$ cat src/rtl/uart_pkg.sv
// uart_pkg: constants and state encodings shared by the 8N1 UART sender and
// receiver. The encodings are plain 2-bit localparams so that legacy blocks
// can compare against them directly.
package uart_pkg;

    localparam int unsigned DATA_BITS  = 8;   // payload bits per frame, LSB first
    localparam int unsigned OVERSAMPLE = 16;  // enb ticks per bit period
    localparam int unsigned HALF_BIT   = 8;   // ticks from falling edge to start-bit centre

    typedef logic [1:0] uart_state_t;

    localparam uart_state_t ST_IDLE  = 2'b00;
    localparam uart_state_t ST_START = 2'b01;
    localparam uart_state_t ST_DATA  = 2'b10;
    localparam uart_state_t ST_STOP  = 2'b11;

endpackage

$ cat src/rtl/uart_receiver_if.sv
// uart_receiver_if: parallel side of the UART receiver.
//   master (receiver): drives data, rdy, frame_err, overrun, rx_busy; reads rdy_clr
//   slave  (consumer): reads the byte and status; pulses rdy_clr to clear the flags
interface uart_receiver_if;
    import uart_pkg::*;

    logic [DATA_BITS-1:0] data;       // last good byte
    logic                 rdy;        // sticky byte-available flag
    logic                 frame_err;  // sticky: stop bit sampled low
    logic                 overrun;    // sticky: good byte landed while rdy was set
    logic                 rx_busy;    // receiver not idle
    logic                 rdy_clr;    // single-cycle clear of rdy/frame_err/overrun

    modport master (
        output data, rdy, frame_err, overrun, rx_busy,
        input  rdy_clr
    );

    modport slave (
        input  data, rdy, frame_err, overrun, rx_busy,
        output rdy_clr
    );

endinterface

$ cat src/rtl/uart_rx_sync.sv
// uart_rx_sync: two-flop synchronizer for the asynchronous serial line.
// Both flops reset to 1 so an idle line is not mistaken for a start bit.
//   clk, rst_n : clock and async active-low reset
//   async_i    : asynchronous input
//   sync_o     : synchronized output (2 clk latency)
module uart_rx_sync (
    input  logic clk,
    input  logic rst_n,
    input  logic async_i,
    output logic sync_o
);

    logic meta_q;
    logic sync_q;

    always_ff @(posedge clk or negedge rst_n) begin
        if (!rst_n) begin
            meta_q <= 1'b1;
            sync_q <= 1'b1;
        end else begin
            meta_q <= async_i;
            sync_q <= meta_q;
        end
    end

    assign sync_o = sync_q;

endmodule

$ cat src/rtl/uart_receiver.sv
// uart_receiver: 8N1 UART receive path, 16x oversampled on the enb tick.
// Validates the start bit at its centre, samples each data bit at its centre
// and the stop bit at its centre, then returns to IDLE immediately so a
// back-to-back start edge is not missed.
//   clk, rst_n : clock and async active-low reset
//   rx         : asynchronous serial line, idle high
//   enb        : single-cycle 16x-baud sample tick
//   bus        : parallel byte, sticky status flags and rdy_clr (master side)
module uart_receiver
    import uart_pkg::*;
(
    input  logic             clk,
    input  logic             rst_n,
    input  logic             rx,
    input  logic             enb,
    uart_receiver_if.master  bus
);

    localparam logic [3:0] SAMPLE_LAST = 4'(OVERSAMPLE - 1);
    localparam logic [3:0] START_LAST  = 4'(HALF_BIT - 1);
    localparam logic [2:0] BIT_LAST    = 3'(DATA_BITS - 1);

    logic rx_s;

    uart_rx_sync u_sync (
        .clk     (clk),
        .rst_n   (rst_n),
        .async_i (rx),
        .sync_o  (rx_s)
    );

    uart_state_t          state_q,  state_d;
    logic [3:0]           sample_q, sample_d;
    logic [2:0]           bitpos_q, bitpos_d;
    logic [DATA_BITS-1:0] shift_q,  shift_d;
    logic [DATA_BITS-1:0] data_q,   data_d;
    logic                 rdy_q,    rdy_d;
    logic                 ferr_q,   ferr_d;
    logic                 ovr_q,    ovr_d;

    always_comb begin
        state_d  = state_q;
        sample_d = sample_q;
        bitpos_d = bitpos_q;
        shift_d  = shift_q;
        data_d   = data_q;
        rdy_d    = rdy_q;
        ferr_d   = ferr_q;
        ovr_d    = ovr_q;

        // The clear is applied first so that a frame completing in the same
        // cycle overrides it.
        if (bus.rdy_clr) begin
            rdy_d  = 1'b0;
            ferr_d = 1'b0;
            ovr_d  = 1'b0;
        end

        if (enb) begin
            case (state_q)
                ST_IDLE: begin
                    if (!rx_s) begin
                        state_d  = ST_START;
                        sample_d = 4'd0;
                    end
                end
                ST_START: begin
                    if (rx_s) begin
                        // line went back high before mid-bit: glitch
                        state_d = ST_IDLE;
                    end else if (sample_q == START_LAST) begin
                        state_d  = ST_DATA;
                        sample_d = 4'd0;
                        bitpos_d = 3'd0;
                    end else begin
                        sample_d = sample_q + 4'd1;
                    end
                end
                ST_DATA: begin
                    if (sample_q == SAMPLE_LAST) begin
                        shift_d[bitpos_q] = rx_s;
                        sample_d          = 4'd0;
                        if (bitpos_q == BIT_LAST) state_d  = ST_STOP;
                        else                      bitpos_d = bitpos_q + 3'd1;
                    end else begin
                        sample_d = sample_q + 4'd1;
                    end
                end
                ST_STOP: begin
                    if (sample_q == SAMPLE_LAST) begin
                        state_d  = ST_IDLE;
                        sample_d = 4'd0;
                        if (rx_s) begin
                            data_d = shift_q;
                            rdy_d  = 1'b1;
                            if (rdy_q && !bus.rdy_clr) ovr_d = 1'b1;
                        end else begin
                            ferr_d = 1'b1;
                        end
                    end else begin
                        sample_d = sample_q + 4'd1;
                    end
                end
                default: state_d = ST_IDLE;
            endcase
        end
    end

    always_ff @(posedge clk or negedge rst_n) begin
        if (!rst_n) begin
            state_q  <= ST_IDLE;
            sample_q <= 4'd0;
            bitpos_q <= 3'd0;
            shift_q  <= '0;
            data_q   <= '0;
            rdy_q    <= 1'b0;
            ferr_q   <= 1'b0;
            ovr_q    <= 1'b0;
        end else begin
            state_q  <= state_d;
            sample_q <= sample_d;
            bitpos_q <= bitpos_d;
            shift_q  <= shift_d;
            data_q   <= data_d;
            rdy_q    <= rdy_d;
            ferr_q   <= ferr_d;
            ovr_q    <= ovr_d;
        end
    end

    assign bus.data      = data_q;
    assign bus.rdy       = rdy_q;
    assign bus.frame_err = ferr_q;
    assign bus.overrun   = ovr_q;
    assign bus.rx_busy   = (state_q != ST_IDLE);

endmodule

$ cat src/flat_wrapper.sv
// flat-port wrapper written by rule: the top's interface ports become plain ports
module uart_receiver_flat import uart_pkg::*;
  (clk, rst_n, rx, enb, bus_data, bus_rdy, bus_frame_err, bus_overrun, bus_rx_busy, bus_rdy_clr);
  uart_receiver_if bus_i ();
  input  logic clk;
  input  logic rst_n;
  input  logic rx;
  input  logic enb;
  output wire logic [$bits(bus_i.data)-1:0] bus_data;
  output wire logic [$bits(bus_i.rdy)-1:0] bus_rdy;
  output wire logic [$bits(bus_i.frame_err)-1:0] bus_frame_err;
  output wire logic [$bits(bus_i.overrun)-1:0] bus_overrun;
  output wire logic [$bits(bus_i.rx_busy)-1:0] bus_rx_busy;
  input wire logic [$bits(bus_i.rdy_clr)-1:0] bus_rdy_clr;
  assign bus_data = bus_i.data;
  assign bus_rdy = bus_i.rdy;
  assign bus_frame_err = bus_i.frame_err;
  assign bus_overrun = bus_i.overrun;
  assign bus_rx_busy = bus_i.rx_busy;
  assign bus_i.rdy_clr = bus_rdy_clr;
  uart_receiver u_core (.clk(clk), .rst_n(rst_n), .rx(rx), .enb(enb), .bus(bus_i));
endmodule
$ cat config.mk
export PLATFORM = sky130hd
export DESIGN_NAME = uart_receiver_flat
export DESIGN_NICKNAME = d
export VERILOG_FILES = /design/src/rtl/uart_pkg.sv /design/src/rtl/uart_receiver_if.sv /design/src/rtl/uart_rx_sync.sv /design/src/rtl/uart_receiver.sv /design/src/flat_wrapper.sv
export SDC_FILE = /design/constraint.sdc
export NUM_CORES = 1
export LEC_CHECK = 0
export BUFFER_PORTS_ARGS = -buffer_cell sky130_fd_sc_hd__buf_2
export CAP_MARGIN = 10
export CORE_AREA = 10 10 65 78
export DETAILED_ROUTE_END_ITERATION = 16
export DIE_AREA = 0 0 75 88
export GPL_TIMING_DRIVEN = 0
export PLACE_DENSITY = 0.64
export SLEW_MARGIN = 25
export SYNTH_ARGS = -nofsm -noshare
export SYNTH_HDL_FRONTEND = slang
export SYNTH_HIERARCHICAL = 1
export SYNTH_SLANG_ARGS = --single-unit
$ cat constraint.sdc
create_clock -name clk -period 3.3 [get_ports clk]
set_input_delay 0.33 -clock clk [delete_from_list [all_inputs] [get_ports clk]]
set_output_delay 0.33 -clock clk [all_outputs]
set_load 0.03 [all_outputs]
* After elaboration in Yosys (flattened, before gate mapping)
Index checks and enable logic that the tools add are counted.
W data, S select, Z words.
** Storage, ports and cells
- Register bits :: 30
- Bits in latches :: 0
- Bits in writable memories :: 0
- ROM bits :: 0
- Bits of input ports :: 5
- Output and inout bits :: 12
- Logic and storage cells :: 76
- Memories :: 0
** Cells by class
- Add/sub/neg operators :: 2
- Multiply operators :: 0
- Divide/modulo/power cells :: 0
- Magnitude comparators :: 2
- Equality and inequality tests :: 14
- Shifts and indexed selects :: 0
- Multiplexer cells :: 36
- Bitwise gates (word level) :: 0
- Reduce and logical (&&, ||, !) cells :: 12
** Operators with widths (number)
- $mux W1 :: 17
- $mux W4 :: 4
- $mux W2 :: 6
- $mux W3 :: 4
- $pmux W4 S3 :: 1
- $reduce_and A6 Y1 :: 2
- $bwmux W8 :: 1
- $ne A2 B1 Y1 const B :: 4
- $pmux W2 S4 :: 1
- $ne A2 B2 Y1 const B :: 3
- $pmux W3 S2 :: 1
- $reduce_and A3 Y1 :: 2
- $add A4 B1 Y4 const B :: 1
- $eq A2 B2 Y1 const B :: 2
- $eq A4 B3 Y1 const B :: 1
- $eq A4 B4 Y1 const B :: 1
- $lt A3 B4 Y1 const B :: 1
- $reduce_and A4 Y1 :: 1
- $reduce_bool A2 Y1 :: 2
- $add A3 B1 Y3 const B :: 1
- $demux W1 S3 :: 1
- $eq A3 B3 Y1 const B :: 1
- $ge A3 B1 Y1 const B :: 1
- $ne A3 B2 Y1 const B :: 1
- other kinds (5) :: 6

* Depth between registers and ports, before layout
Gate-level depths: netlist of the first run.
- Word-level depth :: 7
- Gate-level depth with buffers :: 6
- Depth with buffers taken out :: 6

* By module
Netlist of the first run, hierarchy kept.
** By module, submodules not included
- uart_receiver :: times used 1, cells each 115, area each 1343.8 µm²
- uart_rx_sync :: times used 1, cells each 2, area each 52.6 µm²

* Least setup slack after synthesis of the first run
OpenSTA, ideal clock, no wires.
- Path type :: flip-flop to flip-flop
- Start :: reg u_core.sample_q[0]
- End :: reg u_core.shift_q[4]
- Data arrival time :: 1.596 ns
- Data required time :: 3.172 ns
- Path slack :: 1.576 ns
- Cell stages (with the launch flop) :: 6
- Clock period less this slack :: 1.724 ns
- Cell sequence :: dfrtp_1 > ha_1 > nand4_1 > or3_4 > nor3b_2 > mux2_1
** On the way
- Word-level cells in the longest chain between the ends :: 2
** Ends and longest elaborated chain
- start: declaration :: line uart_receiver.sv:33 : logic [3:0] sample_q, sample_d;
- start signal: assignment :: line uart_receiver.sv:121 : sample_q <= sample_d;
- $eq A4 B4 Y1 :: line uart_receiver.sv:80 : if (sample_q == SAMPLE_LAST) begin
- $reduce_and A3 Y1 (no source line)
- end signal: assignment :: line uart_receiver.sv:123 : shift_q <= shift_d;
- end: declaration :: line uart_receiver.sv:35 : logic [DATA_BITS-1:0] shift_q, shift_d;
No other way between the ends.
A chain may end at the register's enable or synchronous reset.

* Worst setup path after layout of the first run
- Start :: reg u_core.sample_q[0]
- End :: reg u_core.shift_q[2]
Same word-level chain as after synthesis.

==> flow_summary.yaml, run 1 <==
worst_setup_path:
  worstSetupPathType: "reg2reg"
  required_ns: 3.47
  slowest_delay_ns: 0.43
  start_kind: "flip-flop"
  critPathCaptureType: "flip-flop"
  worst-path-max-fanout: 7
  path_delay_family: "simple AND/OR/NAND/NOR gates"
  cp_data_arrival_time_ns: 2.09
  rr_worst_depth: 5
  cp.buffers_inverters: 0
  crit_chain: "ha_1 -> nand4_1 -> or3_4 -> nor3b_2 -> mux2_1"
  cp_slowest_cell: "or3_4"
  cp.depth: 5
pwr:
  fin_total_pwr_uw: 973
  cellPowerDensity_nw_per_um2: 604
  p_leak_nw: 0.820
  peakVddDrop_uv: 324
drt:
  postRouteAntennaNets: 0
  drtPass1Iterations: 4
  drtIter0Drc: 41
  wl_per_cell_um: 14.7
  via_count: 959
  drt_wl_total_um: 2640
  drc: 0
  viasPerCell: 5.36
timing:
  hold_ws_ns: 0.0687
  rsz0062_at_grt: "false"
  slew_viol_final: 0
  hold_viol_final: 0
  worstMarginPinSlew_ns: 0.648
  setup_viol: 0
  maxSlewHeadroom_pct: 56.8
  fin_tns_setup_ns: 0
  fin_crit_ns: 1.93
  max_clock_freq_mhz: 519
  period_share_pct: 58.4
  fin_worst_skew_ns: 0.00660
synth:
  yosys.area.top_type: "dfrtp_1"
  synth-edff-count: 0
  ys_seq_area_share_pct: 53.9
  async_reset_ff_share_pct: 100
  synth_cell_types: 31
  netlist_top_cells_area: "dfrtp_1 (50%), mux2_2 (11%), dfstp_2 (3.8%), ha_1 (2.7%), nand2_1 (2.7%)"
  synth_most_common_cell: "dfrtp_1"
  syn_area_um2: 1400
  synth_top_area_share_pct: 50.2
  ys_top_cells_by_count: "dfrtp_1 (28), mux2_2 (14), nand2_1 (10)"
  avgSynthCellArea_um2: 11.9
  synth_ff_type: "dfrtp_1"
  synth_seq_cells: 30
  syn_inst: 117
  yosysWarnings: 6
  postSynthNetCount: 125
finish:
  antenna_cells: 0
  areaGrowthSynthToFinish_pct: 15.3
  utilization_pct: 45.1
  multi_input_area_um2: 593
  drive_gt1_share_pct: 35.0
  seqCellArea_um2: 753
  nNetsFinal: 147
  nFillCells: 337
run:
  maxCapViolations: 0
floorplanning:
  rows: 24
  die_x_um: 75
  die_y_um: 88
  start_util_pct: 39.1
  dieArea_um2: 6600
  core_area_um2: 3570
  ios: 17
clock_tree:
  clk_pin_slew_worst_paths_ns: 0.07
  cts_resized: 0
  tritoncts: "built"
  clock_sinks: 30
  postCtsSetupBuffers: 0
  ctsRootBufferMaster: "clkbuf_8"
  cts.path.max_buffers: 2
  clk_latency_ns: 0.28
  hold_buffers: 0
  htree_levels: 2
  cts_made_buffers: 5
global_route:
  antenna_found_initial: 0
  track_usage_pct: 9.51
  grt_pass1_vias: 1039
  globalRouteOverflowTotal: 0
  grt_max_degree: 31
  grt_pass1_wl_um: 4740
min_path:
  hp-class: "in2async"
place:
  place.port_buffers: 15
  place_congestion: 0.759
  dp_hpwl_um: 1890
run_status:
  status: "completed"
where the power goes:
group	total [mW]	switching [mW]	internal (mW)
clock network	0.294	0.146	0.148
logic	0.250	0.153	0.0966
registers	0.430	0.0211	0.409
worst reg2reg max path, stage by stage (launching register included):
cell and delay (ns):
dfrtp_1 0.39, ha_1 0.29, nand4_1 0.15, or3_4 0.43
nor3b_2 0.20, mux2_1 0.34
sequential cells by signal, indices dropped and copies added (netlist names), named ones only:
name / flops
u_core/u_sync/sync_o: 1
u_core/shift_q: 8
u_core/bus.data: 8
u_core/sample_q: 4
u_core/bus.frame_err: 1
u_core/state_q: 1
u_core/bus.rdy: 1
u_core/u_sync/meta_q: 1
u_core/bus.overrun: 1
u_core/bitpos_q: 3
layout make-up:
cell class | instances | share of cell area (%)
multi-input combinational | 77 | 36.8
buffer | 6 | 2.18
clock buffer | 5 | 4.27
tap | 39 | 3.03
clock inverter | 3 | 1.32
timing repair buffer | 15 | 4.66
sequential | 30 | 46.8
inverter | 4 | 0.932
logic make-up after synthesis:
family	count (synthesis)	synth area share, %
fa+ha+maj	3	2.69
buf+inv	10	3.58
xor+xnor	1	0.627
mux	17	13.7
simple gates	40	18.3
compound gates	16	7.17
flops	30	53.9
cells in the final DEF, fill, tap and decap left out, types with 2 or more instances in the layout:
cell / count
a21oi_1: 3
a22o_1: 3
buf_2: 16
buf_4: 3
clkbuf_1: 2
clkbuf_8: 5
dfrtp_1: 28
dfstp_2: 2
ha_1: 3
inv_1: 4
mux2_1: 3
mux2_2: 14
nand2_1: 10
nand2b_1: 3
nand3_1: 4
nand4_1: 2
nand4_2: 2
nor2_1: 4
nor3_1: 3
nor3b_1: 4
nor3b_2: 2
o21ai_0: 6
o22ai_1: 2
through the flow:
stage / std cells / setup WS [ns] / instance area [um^2]
after floorplan: 117 / 1.58 / 1400
after global placement: 171 / 1.44 / 1520
after detailed placement: 171 / 1.37 / 1520
after CTS: 179 / 1.35 / 1610
after global routing: 179 / 1.24 / 1610
final: 179 / 1.37 / 1610
layer usage:
metal,up-vias,track usage (%),wire length [um]
met4,0,5.69,55
met1,476,9.57,1130
met3,4,3.85,145
met5,-,0,0
met2,22,16.0,1310
li1,457,-,-
path summary, 6_finish.rpt:
path | startpoint | to | slack, ns
setup / recovery | u_core/sample_q[0] | u_core/shift_q[2] | 1.37
hold / removal | rst_n | u_core/bitpos_q[0] | 0.07
setup reg to reg | u_core/sample_q[0] | u_core/shift_q[2] | 1.37
hold reg to reg | u_core/u_sync/meta_q | u_core/u_sync/sync_o | 0.36
max in group asynchronous | rst_n | u_core/bus.data[6] | 2.81
min in group clk | rx | u_core/u_sync/meta_q | 0.14
Power figures use the tool's default switching activity.
==> run 2, diff against run 1 <==
--- a/config.mk
+++ b/config.mk
@@ -11,7 +11,7 @@
 export DETAILED_ROUTE_END_ITERATION = 16
 export DIE_AREA = 0 0 75 88
 export GPL_TIMING_DRIVEN = 0
-export PLACE_DENSITY = 0.64
+export PLACE_DENSITY = 0.67
 export SLEW_MARGIN = 25
 export SYNTH_ARGS = -nofsm -noshare
 export SYNTH_HDL_FRONTEND = slang
==> constraint.sdc (replaced) <==
create_clock -name clk -period 1.6 [get_ports clk]
set_input_delay 0.16 -clock clk [delete_from_list [all_inputs] [get_ports clk]]
set_output_delay 0.16 -clock clk [all_outputs]
set_load 0.03 [all_outputs]
==> run 2 against run 1 <==
- the flow now finishes with violations (negative setup slack)
- critical endpoint is now u_core/shift_q[4]
- sequential power up 110%
- cell count rose by 5.0%
- combinational power up 140%
- worst hold slack gained 0.018 ns
- highest routed layer unchanged
- clock power up 110%
- utilization rose by 4.4 points
- global-route usage shrank 0.064 points
- first-iteration DRC count down 41%
- largest cell class unchanged
- critical path type unchanged
- maximum frequency increased by 9.9%
==> flow_summary.yaml, run 2 (synthesis results as in run 1) <==
worst_setup_path:
  reg2reg_to: "u_core/shift_q[4]"
  slowest_delay_ns: 0.43
  cp.depth: 5
  cp_data_arrival_time_ns: 1.92
  start_kind: "flip-flop"
  cp_slowest_cell: "or3_4"
  required_ns: 1.76
  worst-path-max-fanout: 10
  crit_chain: "buf_2 -> nand2b_4 -> or3_4 -> nor3b_2 -> mux2_4"
  rr_worst_depth: 5
  critPathCaptureType: "flip-flop"
  critical_path.endpoint: "u_core/shift_q[4]"
  rrSetupSlack_ns: -0.15
  worstSetupPathType: "reg2reg"
  path_delay_family: "simple AND/OR/NAND/NOR gates"
  cp.buffers_inverters: 1
place:
  place_congestion: 0.759
  place.port_buffers: 15
  placed_area_um2: 1550
  dp.cells: 171
  dp_hpwl_um: 1900
timing:
  max_clock_freq_mhz: 570
  fin_crit_ns: 1.75
  maxSlewHeadroom_pct: 56.2
  rsz0062_at_grt: "true"
  period_share_pct: 110
  slew_viol_final: 0
  fin_worst_skew_ns: 0.00332
  hold_viol_final: 0
  hold_ws_ns: 0.0870
  worstMarginPinSlew_ns: 0.657
  setup_viol: 14
  setup_ws_ns: -0.153
pwr:
  cellPowerDensity_nw_per_um2: 1200
  peakVddDrop_uv: 538
  p_leak_nw: 0.864
finish:
  areaGrowthSynthToFinish_pct: 26.5
  finish.instance_area_um2: 1770
  nNetsFinal: 156
  mostFrequentLayoutCell: "dfrtp_1"
  multi_input_area_um2: 671
  final_cell_mix: "dfrtp_1 (27), buf_2 (16), mux2_2 (12)"
  drive_gt1_share_pct: 45.0
  seqCellArea_um2: 754
  fin_cells: 188
  nFillCells: 329
  antenna_cells: 0
drt:
  drtIter0Drc: 24
  drtPass1Iterations: 4
  postRouteAntennaNets: 0
  wl_per_cell_um: 14.8
  viasPerCell: 5.32
  drc: 0
  via_count: 1000
  drt_wl_total_um: 2790
clock_tree:
  cts_made_buffers: 5
  clk_pin_slew_worst_paths_ns: 0.06
  clock_sinks: 30
  tritoncts: "built"
  htree_levels: 2
  clk_latency_ns: 0.28
  cts.path.max_buffers: 2
  ctsRootBufferMaster: "clkbuf_8"
floorplanning:
  dieArea_um2: 6600
  ios: 17
  die_x_um: 75
  rows: 24
  die_y_um: 88
  core_area_um2: 3570
  start_util_pct: 39.1
min_path:
  hp-class: "in2reg"
global_route:
  antenna_found_initial: 0
  globalRouteOverflowTotal: 0
  track_usage_pct: 9.45
  grt_pass1_vias: 1091
  grt_max_degree: 31
  grt_pass1_wl_um: 4830
run_status:
  status: "complete, but fails checks"
  violations: "negative setup slack"
run:
  maxCapViolations: 0
[run 2: changes by cell type in the layout (fill, tap and decap cells not counted), moves of 2 or more]
cell	before	now
buf_4	3	11
mux2_4	0	5
mux2_1	3	0
dlygate4sd3_1	0	2
mux2_2	14	12
nor3_1	3	1
nor3b_1	4	2
[run 2: metal layers]
metal,global-route usage (%),part of all wire [%]
met1,10.0,40
met2,15.9,52
met3,4.30,6.3
met4,3.45,1.1
met5,0,0
[run 2: worst min-delay path by stage]
| stage | start | to | slack [ns] | depth (start not counted) |
|---|---|---|---|---|
| detailed placement | rst_n | u_core/sample_q[1] | 0.23 | 1 |
| finish | bus_rdy_clr | u_core/bus.overrun | 0.09 | 2 |
| global placement | rst_n | u_core/sample_q[3] | 0.21 | 1 |
| global route | bus_rdy_clr | u_core/bus.overrun | 0.09 | 2 |
| floorplan | rst_n | async pin | -0.14 | 0 |
| CTS | bus_rdy_clr | u_core/bus.overrun | 0.09 | 2 |
[run 2: stage by stage]
stage	power [mW]	TNS [ns]	worst slack [ns]	utilization, %
final	2.13	-0.917	-0.153	49.4
after global placement	1.44	-1.09	-0.109	43.2
after CTS	2.12	-0.940	-0.109	47.4
after global routing	2.28	-2.17	-0.201	49.4
after detailed placement	1.48	-1.57	-0.152	43.2
after floorplan	1.35	-0.0682	-0.0243	-
[run 2: layout make-up]
type                    count  area share, %
well taps                  39           2.76
clock buffers               7           4.89
repair buffers             25           8.78
clock inverters             1          0.283
multi-input cells          77           38.0
inverters                   4          0.850
plain buffers               5           1.77
flip-flops and latches     30           42.7
[run 2: where the power goes]
group	total, mW	switching [mW]	leakage [nW]	internal, mW
Sequential	0.914	0.0706	0.397	0.844
Combinational	0.593	0.328	0.419	0.265
Clock	0.618	0.272	0.0482	0.346
Total	2.13	0.670	0.864	1.46
[run 2: worst register-to-register path, cell delays in order, from the launching register on]
cell and delay, ns:
dfrtp_1 0.32, buf_2 0.24, nand2b_4 0.10, or3_4 0.43, nor3b_2 0.23, mux2_4 0.32
[run 2: timing repair]
item,in CTS,in global routing
pin swaps,3,3
setup buffers,5,3
resized for setup,3,12
hold endpoints to repair,29,0
endpoints found under the setup margin,16,19
hold buffers,2,0
